**config.mk**
```make
export PLATFORM = sky130hd
export DESIGN_NAME = dram_ctrl
export DESIGN_NICKNAME = d
export VERILOG_FILES = /design/src/rtl/dram_ctrl.sv
export SDC_FILE = /design/constraint.sdc
export NUM_CORES = 1
export LEC_CHECK = 0
export BUFFER_PORTS_ARGS = -buffer_cell sky130_fd_sc_hd__buf_4
export CAP_MARGIN = 20
export CORE_MARGIN = 5
export CORE_UTILIZATION = 45
export CTS_BUF_LIST = sky130_fd_sc_hd__clkbuf_4 sky130_fd_sc_hd__clkbuf_8
export CTS_CLUSTER_DIAMETER = 80
export DETAILED_ROUTE_END_ITERATION = 12
export PLACE_DENSITY = 0.72
export SLEW_MARGIN = 20
export SYNTH_ARGS = -nofsm -noshare
export SYNTH_HDL_FRONTEND = slang
export SYNTH_SLANG_ARGS = --single-unit
```
**constraint.sdc**
```tcl
create_clock -name clk -period 2.66 [get_ports clk]
set_input_delay 0.532 -clock clk [delete_from_list [all_inputs] [get_ports clk]]
set_output_delay 0.532 -clock clk [all_outputs]
set_load 0.05 [all_outputs]
```
**src/rtl/dram_ctrl.sv**
```systemverilog
`default_nettype none
// ============================================================================
//  Module   : dram_ctrl
//  Purpose  : Single-clock initiator for a two-phase DRAM. A 4-phase counter
//             produces the clk1 (access) and clk2 (address-latch) strobes, and
//             a small FSM sequences address latch then read/write for a
//             request/ready client, returning read data with a rvalid pulse.
//  Revision : 1.0  initial release
// ============================================================================
module dram_ctrl #(
    parameter int WordSize  = 16,
    parameter int AddrWidth = 16
) (
    input  logic                 clk,
    input  logic                 rst,
    input  logic                 req,
    input  logic                 we,
    input  logic [AddrWidth-1:0] addr,
    input  logic [WordSize-1:0]  wdata,
    output logic                 ready,
    output logic                 rvalid,
    output logic [WordSize-1:0]  rdata,
    output logic                 mem_clk1,
    output logic                 mem_clk2,
    output logic [AddrWidth-1:0] mem_addr,
    output logic [WordSize-1:0]  mem_din,
    output logic                 mem_rd,
    output logic                 mem_wr,
    input  logic [WordSize-1:0]  mem_dout
);

    // IDLE: free; WAIT: captured, waiting for phase 1; ADDR: phases 1-2;
    // CMD: phases 3-0 with the rd/wr strobe asserted.
    typedef enum logic [1:0] {
        ST_IDLE = 2'd0,
        ST_WAIT = 2'd1,
        ST_ADDR = 2'd2,
        ST_CMD  = 2'd3
    } state_t;

    state_t                 state_q,     state_d;
    logic [1:0]             phase_q,     phase_d;
    logic                   ready_q,     ready_d;
    logic                   rvalid_q,    rvalid_d;
    logic [WordSize-1:0]    rdata_q,     rdata_d;
    logic                   mem_clk1_q,  mem_clk1_d;
    logic                   mem_clk2_q,  mem_clk2_d;
    logic [AddrWidth-1:0]   mem_addr_q,  mem_addr_d;
    logic [WordSize-1:0]    mem_din_q,   mem_din_d;
    logic                   mem_rd_q,    mem_rd_d;
    logic                   mem_wr_q,    mem_wr_d;
    logic                   we_q,        we_d;         // operation of the transaction in flight
    logic [AddrWidth-1:0]   cap_addr_q,  cap_addr_d;   // request parked while in WAIT
    logic [WordSize-1:0]    cap_wdata_q, cap_wdata_d;

    logic                   w_accept;
    logic                   w_launch;

    // Next-state, phase strobes and transaction sequencing.
    always_comb begin
        state_d     = state_q;
        phase_d     = phase_q + 2'd1;
        rvalid_d    = 1'b0;
        rdata_d     = rdata_q;
        mem_addr_d  = mem_addr_q;
        mem_din_d   = mem_din_q;
        mem_rd_d    = mem_rd_q;
        mem_wr_d    = mem_wr_q;
        we_d        = we_q;
        cap_addr_d  = cap_addr_q;
        cap_wdata_d = cap_wdata_q;
        w_accept    = req && ready_q;
        w_launch    = 1'b0;

        case (state_q)
            ST_IDLE: begin
                if (w_accept) begin
                    if (phase_q == 2'd0) begin
                        w_launch = 1'b1;
                    end else begin
                        state_d     = ST_WAIT;
                        we_d        = we;
                        cap_addr_d  = addr;
                        cap_wdata_d = wdata;
                    end
                end
            end
            ST_WAIT: begin
                // Leave at the edge entering phase 1 so the address gets a full
                // cycle of setup before the clk2 rise.
                if (phase_q == 2'd0) begin
                    state_d    = ST_ADDR;
                    mem_addr_d = cap_addr_q;
                    if (we_q) begin
                        mem_din_d = cap_wdata_q;
                    end
                end
            end
            ST_ADDR: begin
                if (phase_q == 2'd2) begin
                    state_d  = ST_CMD;
                    mem_rd_d = !we_q;
                    mem_wr_d = we_q;
                end
            end
            ST_CMD: begin
                if (phase_q == 2'd0) begin
                    // End of the clk1-high cycle: retire the access and, for a
                    // read, capture the DRAM output.
                    mem_rd_d = 1'b0;
                    mem_wr_d = 1'b0;
                    if (!we_q) begin
                        rdata_d  = mem_dout;
                        rvalid_d = 1'b1;
                    end
                    if (w_accept) begin
                        w_launch = 1'b1;
                    end else begin
                        state_d = ST_IDLE;
                    end
                end
            end
            default: state_d = ST_IDLE;
        endcase

        // A request accepted at phase 0 drives its address at this very edge.
        if (w_launch) begin
            state_d    = ST_ADDR;
            we_d       = we;
            mem_addr_d = addr;
            if (we) begin
                mem_din_d = wdata;
            end
        end

        mem_clk1_d = (phase_d == 2'd0);
        mem_clk2_d = (phase_d == 2'd2);
        ready_d    = (state_d == ST_IDLE) || ((state_d == ST_CMD) && (phase_d == 2'd0));
    end

    // State and output registers; reset aborts any transaction immediately.
    always_ff @(posedge clk) begin
        if (rst) begin
            state_q     <= ST_IDLE;
            phase_q     <= 2'd3;
            ready_q     <= 1'b0;
            rvalid_q    <= 1'b0;
            rdata_q     <= '0;
            mem_clk1_q  <= 1'b0;
            mem_clk2_q  <= 1'b0;
            mem_addr_q  <= '0;
            mem_din_q   <= '0;
            mem_rd_q    <= 1'b0;
            mem_wr_q    <= 1'b0;
            we_q        <= 1'b0;
            cap_addr_q  <= '0;
            cap_wdata_q <= '0;
        end else begin
            state_q     <= state_d;
            phase_q     <= phase_d;
            ready_q     <= ready_d;
            rvalid_q    <= rvalid_d;
            rdata_q     <= rdata_d;
            mem_clk1_q  <= mem_clk1_d;
            mem_clk2_q  <= mem_clk2_d;
            mem_addr_q  <= mem_addr_d;
            mem_din_q   <= mem_din_d;
            mem_rd_q    <= mem_rd_d;
            mem_wr_q    <= mem_wr_d;
            we_q        <= we_d;
            cap_addr_q  <= cap_addr_d;
            cap_wdata_q <= cap_wdata_d;
        end
    end

    assign ready    = ready_q;
    assign rvalid   = rvalid_q;
    assign rdata    = rdata_q;
    assign mem_clk1 = mem_clk1_q;
    assign mem_clk2 = mem_clk2_q;
    assign mem_addr = mem_addr_q;
    assign mem_din  = mem_din_q;
    assign mem_rd   = mem_rd_q;
    assign mem_wr   = mem_wr_q;

endmodule
`default_nettype wire
```
# Word-level counts from Yosys, hierarchy flattened
# Index checks and enable logic that the tools add are counted.
# word_totals
ff_bits,91
latch_bits,0
ram_bits,0
romBits,0
in_bits,52
out_inout_bits,54
elab_cells,77
memories,0
# classes
addsub,1
mul,0
div,0
magnitude_cmp,0
n_eq_ne,9
shift,0
n_mux,31
bitwise,3
n_reduce_logical,19
# op_table
cell,n
$mux 16,8
$mux 2,7
$mux 1,12
$reduce_and 3->1,4
$eq 2x2->1 const B,5
$reduce_bool 2->1,5
$logic_not 2->1,4
$pmux 2 s4,1
$ne 2x2->1 const B,3
$pmux 1 s2,3
$not 1->1,3
$reduce_or 3->1,1
$add 2x1->2 const B,1
$eq 2x1->1 const B,1
$logic_and 1x1->1,2
$reduce_and 2->1,1
$logic_not 1->1,1
$logic_or 1x1->1,1

# Logic depth before layout (Yosys ltp)
# depth
word_depth,8
depth_mapped,9
depth_no_buf,6

# Worst setup path after synthesis
# No wires, ideal clock.
# synth_timing
path_type,register to register
start,reg state_q[1]
end,"reg ready_q, in the netlist ready"
setup_ns,0.084
arrival_time_ns,1.540
t_required_ns,2.576
setup_slack_ns,1.036
path_stages_with_launch,8
n_path_buf,1
period_less_slack_ns,1.624
path_cell_list,dfxtp_1 > inv_1 > ha_1 > buf_2 > nor4b_1 > a221oi_2 > a221o_1 > o31ai_2
# synth_between
elab_chain_cells,7
elab_cells_between_ends,17
# synth_lines
item,line_no,text
"start, declared",41,"state_t state_q, state_d;"
"start signal, assigned",159,state_q <= state_d;
"$mux 2, on equally long branches","116, 78",
"$mux 2, on equally long branches","107, 77",
$pmux 2 s4,75,case (state_q)
$mux 2 *,127,if (w_launch) begin
$eq 2x2->1,138,ready_d = (state_d == ST_IDLE) || ((state_d == ST_CMD) && (phase_d == 2'd0));
$logic_and 1x1->1,138,
$logic_or 1x1->1 *,138,
"end signal, assigned",161,ready_q <= ready_d;
"end, declared",43,"logic ready_q, ready_d;"
# Every way passes the cells marked *; elsewhere a longest branch is shown, timed or not.
# A chain may end at the register's enable or synchronous reset.

# Final worst setup path
# layout_timing
start,reg phase_q[0]
end,reg we_q
# layout_between
elab_chain_cells,6
elab_cells_between_ends,10
# layout_lines
item,line_no,text
"start, declared",42,"logic [1:0] phase_q, phase_d;"
"start signal, assigned",160,phase_q <= phase_d;
$logic_not 2->1 *,"78, 107",
$mux 1,78,if (phase_q == 2'd0) begin
$mux 1,77,if (w_accept) begin
$pmux 1 s2,75,
$ne 2x2->1 (no source line) or $reduce_bool 2->1 (tied branches),-,
$reduce_and 3->1 (no source line),-,
"end signal, assigned",170,we_q <= we_d;
"end, declared",52,"logic we_q, we_d;"
# Marked as above.

==> qor.yml <==
fmax_mhz: 459
worstSetupPathType: "reg2reg"
power_density_nw_per_um2: 594
max_slew_margin: 0.516
dpl.cell_count: 626
finalHoldViolations: 0
syn_to_final_growth_pct: 28.2
maxSlewViolCount: 0
utilization: 0.585
port_buffers: 105
clockBufferDepth: 2
power.total_mw: 2.82
drtIter0Drc: 138
clock_latency_ns: 0.34
yosysTopAreaCell: "dfxtp_1"
path_cells: "inv_1 -> ha_1 -> buf_4 -> and4b_1 -> buf_4 -> o21ai_0 -> a21oi_1"
postSynthAreaPerCell_um2: 8.36
synth_seq_cells: 91
min_from: "mem_dout[0]"
gr-total-overflow: 0
finClkSkew_ns: 0.0134
core.rowCount: 33
whs_path_depth: 3
tightest_slew_ns: 0.726
grt_use_total: 0.181
synth_ff_type: "dfxtp_1"
syn-num-nets: 502
antenna_found_initial: 0
ys_warn_count: 0
maxCapViolations: 0
grt_pass1_vias: 3153
synth.distinct_cells: 32
cp_data_arrival_time_ns: 2.45
cpMostUsedCell: "buf_4"
drt-pass1-iter-count: 4
synth_top_area_share: 0.493
synth_edf_count: 0
grt_pass1_wl_um: 14900
syn-cell-area_um2: 3700
fin_tns_setup_ns: 0
min_period_over_period: 0.819
r2r_end: "we_q"
leakage_nw: 2.00
cpMaxStageDelayCell: "and4b_1"
vias: 3278
io_pins: 106
worstHoldEndpoint: "rdata[0]"
max_stage_delay_ns: 0.43
r2r_slack_ns: 0.48
grt_setup_unrepaired: "no"
cts_buffers: 9
gp_congestion: 0.820
critPathMaxFanout: 27
chipHeight_um: 101
seq_area_frac_synth: 0.493
place.detailed.hpwl_um: 6360
drive_gt1_frac: 0.255
start_util: 0.457
final_antenna_net_count: 0
cts_tree: "yes"
nets: 592
run_status: "completed"
cp-end-kind: "flop"
cts_resized: 0
fp.coreArea_um2: 8090
drc: 0
clock_sinks: 91
synth_cells: 442
cts_root_buf: "clkbuf_8"
die-area_um2: 10100
cts_hold_buf: 0
clk_pin_slew_ns: 0.09
n_antenna_cell: 0
async_flop_share: 0
synth_area_leaders: "dfxtp_1 (49%), nand2_1 (12%), a21oi_1 (7.0%), mux2i_1 (5.1%), nor2_1 (4.1%)"
rr_startpoint: "phase_q[0]"
htree_levels: 3
grt_start_max_net_pins: 74
hold_class: "in2reg"
via_per_inst: 5.11
fp.dieW_um: 101
routedWlPerCell_um: 14.0
ir_drop_uv: 342
stdcell_count: 642
reg2reg_depth: 7
setup_violations: 0
wirelength_um: 8960
period_minus_slack_ns: 2.18
worstPathRequired_ns: 2.93
cp-start-kind: "flop"
postCtsSetupBuffers: 0
==> registers in the layout (all words and copies together), names as in the netlist <==
name and cells:
mem_wr 1, mem_din 16, cap_wdata_q 16, phase_q 2, mem_clk2 1, mem_rd 1, mem_clk1 1, we_q 1
state_q 2, ready 1, cap_addr_q 16, rvalid 1, mem_addr 16, rdata 16
==> cells in the mapped netlist, drive strengths merged, types with 2 or more instances <==
library cell,instances
nand2,120
dfxtp,91
a21oi,52
nor2,41
buf,21
mux2i,19
nand3,19
a211oi,16
a311oi,16
clkbuf,14
ha,8
inv,5
nor2b,3
and4b,2
nand2b,2
nand4b,2
o211ai,2
or2,2
==> placed cells by master (no fill, tap or decap), drive strengths merged, types with 2 or more instances in the layout <==
| master | instances |
|---|---|
| nand2 | 120 |
| o211ai | 2 |
| clkbuf | 12 |
| nand2b | 2 |
| nor2b | 3 |
| bufinv | 2 |
| a211oi | 16 |
| dfxtp | 91 |
| a311oi | 16 |
| buf | 114 |
| nand4b | 2 |
| ha | 8 |
| a21oi | 52 |
| and4b | 2 |
| nand3 | 19 |
| inv | 5 |
| or2 | 2 |
| mux2i | 19 |
| clkinv | 2 |
| nor2 | 41 |
==> critical path, delay by kind of cell (launching register included) <==
family / cells / cell delay [ns]
buffers and inverters: 3 / 0.66
adder cells (fa/ha/maj): 1 / 0.32
flip-flops: 1 / 0.39
AO/OA/AOI/OAI: 2 / 0.30
AND/OR/NAND/NOR: 1 / 0.43
==> where the power goes <==
group          switching, mW  internal [mW]
logic                  0.205          0.133
registers             0.0312           1.41
clock network          0.457          0.577
total                  0.694           2.12
==> worst max-delay path by stage <==
stage	startpoint	to	slack (ns)	cells past startpoint
after CTS	phase_q[0]	we_q	0.47	7
after global routing	phase_q[0]	we_q	0.31	7
after global placement	phase_q[0]	we_q	0.60	7
final	phase_q[0]	we_q	0.48	7
after floorplan	state_q[1]	ready	1.04	7
after detailed placement	phase_q[0]	we_q	0.48	7
==> metrics by stage <==
stage	setup slack (ns)	instance area [um2]	hold WS [ns]
after global routing	0.313	4740	0.404
after floorplan	1.04	3700	0.404
after global placement	0.604	4510	0.418
final	0.483	4740	0.437
after CTS	0.471	4740	0.417
after detailed placement	0.475	4510	0.430
==> cell families after synthesis <==
kind of cell    Yosys count  synth area share
simple gates            193             0.219
compound gates           91             0.158
buf+inv                  40            0.0515
flops                    91             0.493
mux                      19            0.0515
fa+ha+maj                 8            0.0271
==> final cells by class <==
class / instances / area [um2]
tap: 105 / 131
multi-input combinational: 311 / 1680
fill: 742 / 3350
clock buffer: 12 / 153
clock inverter: 4 / 73.8
inverter: 5 / 18.8
sequential: 91 / 1820
timing repair buffer: 114 / 856
==> metal layers <==
| metal | up-vias | share of wire | track usage |
|---|---|---|---|
| li1 | 1682 | - | - |
| met1 | 1486 | 0.44 | 0.231 |
| met2 | 108 | 0.47 | 0.283 |
| met3 | 2 | 0.090 | 0.0637 |
| met4 | 0 | 0.0032 | 0.0611 |
| met5 | - | 0 | 0 |
Power figures use the tool's default switching activity.
